File: src/rtl/superscalar_pipe_reg.sv
// Inter-stage pipeline register for a multi-lane instruction bundle.
// Valid/ready handshake backed by a 2-entry skid buffer, plus flush and a saturating stall counter.
module superscalar_pipe_reg #(
  parameter int LANES  = 2,
  parameter int DATA_W = 64,
  parameter int CNT_W  = 16
) (
  input  logic                    clock,
  input  logic                    reset,
  input  logic [LANES-1:0]        in_valid,
  input  logic [LANES*DATA_W-1:0] in_data,
  output logic                    in_ready,
  output logic [LANES-1:0]        out_valid,
  output logic [LANES*DATA_W-1:0] out_data,
  input  logic                    out_ready,
  input  logic                    flush,
  output logic [CNT_W-1:0]        stall_count,
  output logic [1:0]              occupancy
);

  typedef enum logic [1:0] {
    EMPTY = 2'd0,
    ONE   = 2'd1,
    FULL  = 2'd2
  } state_t;

  localparam logic [CNT_W-1:0] CNT_MAX = '1;

  state_t                    state_q, state_d;
  logic [LANES-1:0]          main_valid_q, main_valid_d;
  logic [LANES*DATA_W-1:0]   main_data_q, main_data_d;
  logic [LANES-1:0]          skid_valid_q, skid_valid_d;
  logic [LANES*DATA_W-1:0]   skid_data_q, skid_data_d;
  logic [CNT_W-1:0]          stall_count_q, stall_count_d;

  logic accept;
  logic pop;

  always_ff @(posedge clock or posedge reset) begin
    if (reset) begin
      state_q       <= EMPTY;
      main_valid_q  <= '0;
      main_data_q   <= '0;
      skid_valid_q  <= '0;
      skid_data_q   <= '0;
      stall_count_q <= '0;
    end else begin
      state_q       <= state_d;
      main_valid_q  <= main_valid_d;
      main_data_q   <= main_data_d;
      skid_valid_q  <= skid_valid_d;
      skid_data_q   <= skid_data_d;
      stall_count_q <= stall_count_d;
    end
  end

  // Handshake qualifiers; bubbles (all lanes invalid) are never accepted.
  assign accept = in_ready & (|in_valid) & ~flush;
  assign pop    = (|out_valid) & out_ready;

  always_comb begin
    state_d       = state_q;
    main_valid_d  = main_valid_q;
    main_data_d   = main_data_q;
    skid_valid_d  = skid_valid_q;
    skid_data_d   = skid_data_q;
    stall_count_d = stall_count_q;

    if (flush) begin
      state_d      = EMPTY;
      main_valid_d = '0;
      skid_valid_d = '0;
    end else begin
      case (state_q)
        EMPTY: begin
          if (accept) begin
            state_d      = ONE;
            main_valid_d = in_valid;
            main_data_d  = in_data;
          end
        end
        ONE: begin
          if (accept && pop) begin
            main_valid_d = in_valid;
            main_data_d  = in_data;
          end else if (accept) begin
            state_d      = FULL;
            skid_valid_d = in_valid;
            skid_data_d  = in_data;
          end else if (pop) begin
            state_d      = EMPTY;
            main_valid_d = '0;
          end
        end
        FULL: begin
          // in_ready is low here, so only the skid entry can move forward.
          if (pop) begin
            state_d      = ONE;
            main_valid_d = skid_valid_q;
            main_data_d  = skid_data_q;
            skid_valid_d = '0;
          end
        end
        default: begin
          state_d      = EMPTY;
          main_valid_d = '0;
          skid_valid_d = '0;
        end
      endcase
    end

    if ((|out_valid) && !out_ready && (stall_count_q != CNT_MAX)) begin
      stall_count_d = stall_count_q + CNT_W'(1);
    end
  end

  always_comb begin
    in_ready    = (state_q != FULL);
    out_valid   = (state_q == EMPTY) ? '0 : main_valid_q;
    out_data    = main_data_q;
    stall_count = stall_count_q;
    case (state_q)
      EMPTY:   occupancy = 2'd0;
      ONE:     occupancy = 2'd1;
      FULL:    occupancy = 2'd2;
      default: occupancy = 2'd0;
    endcase
  end

endmodule

File: config.mk
export PLATFORM = sky130hd
export DESIGN_NAME = superscalar_pipe_reg
export DESIGN_NICKNAME = d
export VERILOG_FILES = /design/src/rtl/superscalar_pipe_reg.sv
export SDC_FILE = /design/constraint.sdc
export NUM_CORES = 1
export LEC_CHECK = 0
export CORE_UTILIZATION = 37
export DETAILED_ROUTE_END_ITERATION = 8
export GPL_TIMING_DRIVEN = 0
export PLACE_DENSITY = 0.67
export REMOVE_ABC_BUFFERS = 1
export SLEW_MARGIN = 10
export SYNTH_ARGS = -nofsm -noshare
export SYNTH_HDL_FRONTEND = slang
export SYNTH_SLANG_ARGS = --single-unit
File: constraint.sdc
create_clock -name clock -period 11.32 [get_ports clock]
set_clock_uncertainty 0.1 [all_clocks]
set_input_delay 1.698 -clock clock [delete_from_list [all_inputs] [get_ports clock]]
set_output_delay 1.698 -clock clock [all_outputs]
set_load 0.01 [all_outputs]
=== Word level (Yosys, flattened, before mapping) ===
Index checks and enable logic that the tools add are counted.

* Register bits after elaboration: 278
* Memories: 0
* Memory bits (writable): 0
* Latch bits: 0
* ROM bits: 0
* Word-level logic and storage cells: 62
* Input port bits: 134
* Output and inout bits: 149

* Divide/modulo/power cells: 0
* $mul: 0
* Mux-type cells: 22
* $add $sub $neg: 1
* Magnitude comparators: 0
* Reductions and logical operators: 13
* Eq/ne operators: 15
* Shift-type cells: 0
* Bitwise gates (word level): 5

{| class="wikitable"
|+ Operator list
! cell !! number
|-
| $mux W128 || 3
|-
| $pmux W128 S3 || 1
|-
| $mux W2 || 14
|-
| $pmux W2 S3 || 3
|-
| $add A16 B1 Y16 const B || 1
|-
| $ne A16 B16 Y1 const B || 1
|-
| $reduce_and A4 Y1 || 4
|-
| $ne A3 B3 Y1 const B || 4
|-
| $ne A4 B4 Y1 const B || 3
|-
| $ne A2 B2 Y1 const B || 5
|-
| $reduce_and A5 Y1 || 1
|-
| $pmux W2 S2 || 1
|-
| $reduce_or A2 Y1 || 2
|-
| $and A1 B1 Y1 || 3
|-
| $logic_and A1 B1 Y1 || 3
|-
| $reduce_bool A3 Y1 || 1
|-
| $eq A2 B1 Y1 const B || 1
|-
| $eq A2 B2 Y1 const B || 1
|-
| $logic_not A2 Y1 || 1
|-
| $not A1 Y1 || 2
|-
| $logic_not A1 Y1 || 1
|}

=== Logic depth before layout (Yosys ltp) ===
* Depth after elaboration: 9
* Mapped depth: 9
* Mapped depth without buffers: 5

=== Worst setup path after synthesis ===
No wires, ideal clock.

* Path kind: in2reg
* Start point: input port in_valid[0]
* End point: register main_data_q[0], in the netlist out_data[0]
* Arrival time: 2.994 ns
* Required time: 11.095 ns
* Library setup time: 0.125 ns
* Path buffers: 3
* Stages on the path: 7
* Slack: 8.100 ns
* Cell sequence: clkbuf_2 -> nor3_1 -> a211oi_2 -> o21bai_2 -> buf_6 -> buf_8 -> mux2_4

* Word-level cells in the longest chain between the ends: 6
* Elaborated cells on any way between the ends: 7
* Those cells by class: eq/ne (2); bitwise (2); reduce/logical (3)

{| class="wikitable"
|+ Ends and longest elaborated chain
! element !! line !! text
|-
| start: declaration || 10 || <nowiki>input logic [LANES-1:0] in_valid,</nowiki>
|-
| $reduce_or A2 Y1 * || 58 || <nowiki>assign accept = in_ready & (|in_valid) & ~flush;</nowiki>
|-
| $and A1 B1 Y1 * (2 in series) || 58 ||
|-
| $logic_and A1 B1 Y1 || 83 || <nowiki>if (accept && pop) begin</nowiki>
|-
| $ne A2 B2 Y1 (no line) || - ||
|-
| $reduce_and A5 Y1 (no line) * || - ||
|-
| end signal: assignment || 50 || <nowiki>main_data_q <= main_data_d;</nowiki>
|-
| end: declaration || 31 || <nowiki>logic [LANES*DATA_W-1:0] main_data_q, main_data_d;</nowiki>
|}

Mark *: on every way between the ends. The rest lies on a longest branch, timed or not.
A chain may end at the register's enable or synchronous reset.

=== Worst setup path in the final report ===
* Start point: register state_q[1]
* End point: output port occupancy[1]

* Word-level cells in the longest chain between the ends: 2
* Elaborated cells on any way between the ends: 3
* Those cells by class: eq/ne (2); mux (1)

{| class="wikitable"
|+ Ends and longest elaborated chain
! element !! line !! text
|-
| start: declaration || 29 || <nowiki>state_t state_q, state_d;</nowiki>
|-
| start signal: assignment || 48 || <nowiki>state_q <= state_d;</nowiki>
|-
| $eq A2 B2 Y1 / $eq A2 B1 Y1 (equally long branches) || 122 || <nowiki>case (state_q)</nowiki>
|-
| $pmux W2 S2 * || 122 ||
|-
| end: declaration || 18 || <nowiki>output logic [1:0] occupancy</nowiki>
|}

Marked as above.

==> flow_summary.json <==
{
  "start_util_pct": 37.8,
  "antenna_left": 0,
  "route.met2.wl_um": 14400,
  "n_fill_cell": 2925,
  "dr.pass1.iters": 6,
  "drive_above_1_share_pct": 24.9,
  "whs_path_depth": 1,
  "fin_crit_sh_pct": 41.3,
  "rsz0062_at_grt": "no",
  "core_area_mm2": 0.0338,
  "worst_slew_pin_slew_ps": 861,
  "routed_via_density": 4.82,
  "status": "completed",
  "final_area_mm2": 0.0173,
  "wl_met3_um": 1970,
  "nets": 1494,
  "fin_cells": 1831,
  "routabilityCongestion": 0.772,
  "dr_total_vias": 8833,
  "cts_buffers": 31,
  "die_h_um": 188,
  "hold_start": "stall_count[15]",
  "post-cts-setup-buffer-count": 0,
  "yosys.area.top_type": "dfrtp_1",
  "top_layer": "met4",
  "multi_input_area_mm2": 0.00540,
  "regArea_mm2": 0.00696,
  "crit_type": "flip-flop to output pin",
  "irDropWorstVdd_mv": 0.126,
  "io_pins": 283,
  "synth.cell_area_mm2": 0.0128,
  "cts_tree": "done",
  "synth.area.top_cells": "dfrtp_1, mux2_4, mux2_2, nand2_1, buf_8",
  "synth_area_per_cell_um2": 11.9,
  "dpl_cell_area_mm2": 0.0163,
  "hold-worst-slack_ps": 398,
  "placementRows": 67,
  "wire_per_inst_um": 16.7,
  "slowest_delay_ps": 760,
  "netlist_instances": 1076,
  "cts_max_path_buffers": 3,
  "cp_cell_sequence": "nand2b_4 > buf_16 > inv_6 > clkdlybuf4s50_1",
  "ctsHoldBuffers": 0,
  "leakagePower_nw": 8.03,
  "grt_pass1_wl_um": 50200,
  "synthTopCellsByCount": "nand2_1, dfrtp_1, mux2_2, mux2_4, clkbuf_1",
  "hpwl_um": 20000,
  "synth_edf_count": 0,
  "reg2reg_slack_ps": 7890,
  "cts-resized-gates": 0,
  "drt_iter0_drc": 397,
  "synth-seq-cells": 278,
  "synth_async_sr_flop_share_pct": 100,
  "maxSlewHeadroom_pct": 42.1,
  "worst_hold_path.endpoint": "stall_count[15]",
  "hold_viol_final": 0,
  "clock_sinks": 278,
  "overflow": 0,
  "fmax_mhz": 214,
  "r2r_start": "state_q[1]",
  "yosysSeqAreaShare_pct": 54.4,
  "synth_top_area_share_pct": 54.4,
  "ys_warn_count": 0,
  "numPlacedInstances": 1774,
  "grt_usage_pct": 17.5,
  "min_period_ps": 4680,
  "post-route-drc-count": 0,
  "p_per_area_mw_per_mm2": 243,
  "htreeDepth": 1,
  "antenna_found_initial": 1,
  "dieArea_mm2": 0.0353,
  "grt_pass1_vias": 9345,
  "start_kind": "flip-flop",
  "arrival_ps": 2880,
  "synth.most_common_cell": "nand2_1",
  "synth_cell_type_count": 41,
  "cp.buffers_inverters": 3,
  "reg2reg_depth": 9,
  "grt_max_degree": 112,
  "drt_wl_total_um": 30500,
  "critPathTopFamily": "buffers and inverters",
  "end_kind": "output pin",
  "drv_cap": 0,
  "critPathSlowestCell": "dfrtp_1",
  "hold_class": "flip-flop to flip-flop",
  "syn_to_final_growth_pct": 35.5,
  "worst-path-max-fanout": 60,
  "clk_latency_ps": 550,
  "drt-met1-wl_um": 13300,
  "r2r-end": "skid_data_q[7]",
  "io_buffers": 282,
  "slew_violations": 0,
  "crit_required_ps": 9520,
  "cts-root-buf": "clkbuf_16",
  "synth_ff_type": "dfrtp_1",
  "die_width_um": 188,
  "setup_viol": 0,
  "clk_pin_slew_ps": 60
}
==> metal layers <==
metal / global-route usage (%) / up-vias
li1: - / 4151
met4: 5.07 / 0
met3: 4.34 / 50
met5: 0 / -
met2: 29.3 / 232
met1: 22.2 / 4400
==> registers in the layout (all words and copies together), names as in the netlist <==
name          flops
stall_count      16
out_data        128
skid_valid_q      2
state_q           2
skid_data_q     128
main_valid_q      2
==> worst max-delay path by stage <==
stage,startpoint,to,slack (ps),cells after the start
after floorplan,flush,skid_data_q[0],-450,2
after global placement,in_valid[0],skid_data_q[55],-8030,4
after detailed placement,in_valid[0],skid_data_q[12],6340,9
after CTS,state_q[1],occupancy[1],6610,4
after global routing,state_q[1],occupancy[1],6490,4
final,state_q[1],occupancy[1],6640,4
==> report_power, final <==
group | switching (W) | total, W | internal (W)
registers | 0.000249 | 0.00169 | 0.00144
clock network | 0.000407 | 0.00103 | 0.000627
logic | 0.000530 | 0.00148 | 0.000947
total | 0.00119 | 0.00420 | 0.00302
==> metrics by stage <==
| stage | total power [W] | setup TNS, ps | utilization [%] | setup slack (ps) |
|---|---|---|---|---|
| 4_1_cts | 0.00426 | 0 | 51.2 | 6610 |
| 3_5_place_dp | 0.00320 | 0 | 48.1 | 6340 |
| 2_1_floorplan | 0.00253 | -58040 | - | -453 |
| 6_report | 0.00420 | 0 | 51.3 | 6640 |
| 5_1_grt | 0.00444 | 0 | 51.3 | 6490 |
| 3_3_place_gp | 0.00322 | -1893100 | 46.6 | -8030 |
==> placed cells by master, fill, tap and decap left out, drive strengths merged, types with 3 or more instances in the layout <==
cell type and count:
clkinv 6, nor2 6, inv 4, a211oi 4, dfrtp 278, xnor2 15
o21ai 6, a21oi 5, buf 30, nand3 8, bufinv 3, and4 4
mux2 257, o21a 4, nand2 388, clkbuf 47, nor3 5, nand4 8
and3 4, clkdlybuf4s50 282
==> cell families after synthesis <==
family / count (synthesis) / synth area share [%]
buffers and inverters: 66 / 3.47
AO/OA/AOI/OAI: 26 / 1.45
multiplexers: 259 / 26.1
AND/OR/NAND/NOR: 431 / 13.4
XOR/XNOR: 15 / 1.03
adder cells (fa/ha/maj): 1 / 0.0979
flip-flops: 278 / 54.4
==> layout make-up <==
class,count,area share (%)
Clock buffer,47,5.35
Inverter,4,0.159
Clock inverter,9,0.715
Tap cell,448,3.24
Antenna cell,1,0.0145
Sequential cell,278,40.2
Timing Repair Buffer,312,19.2
Multi-Input combinational cell,732,31.2
Power figures use the tool's default switching activity.
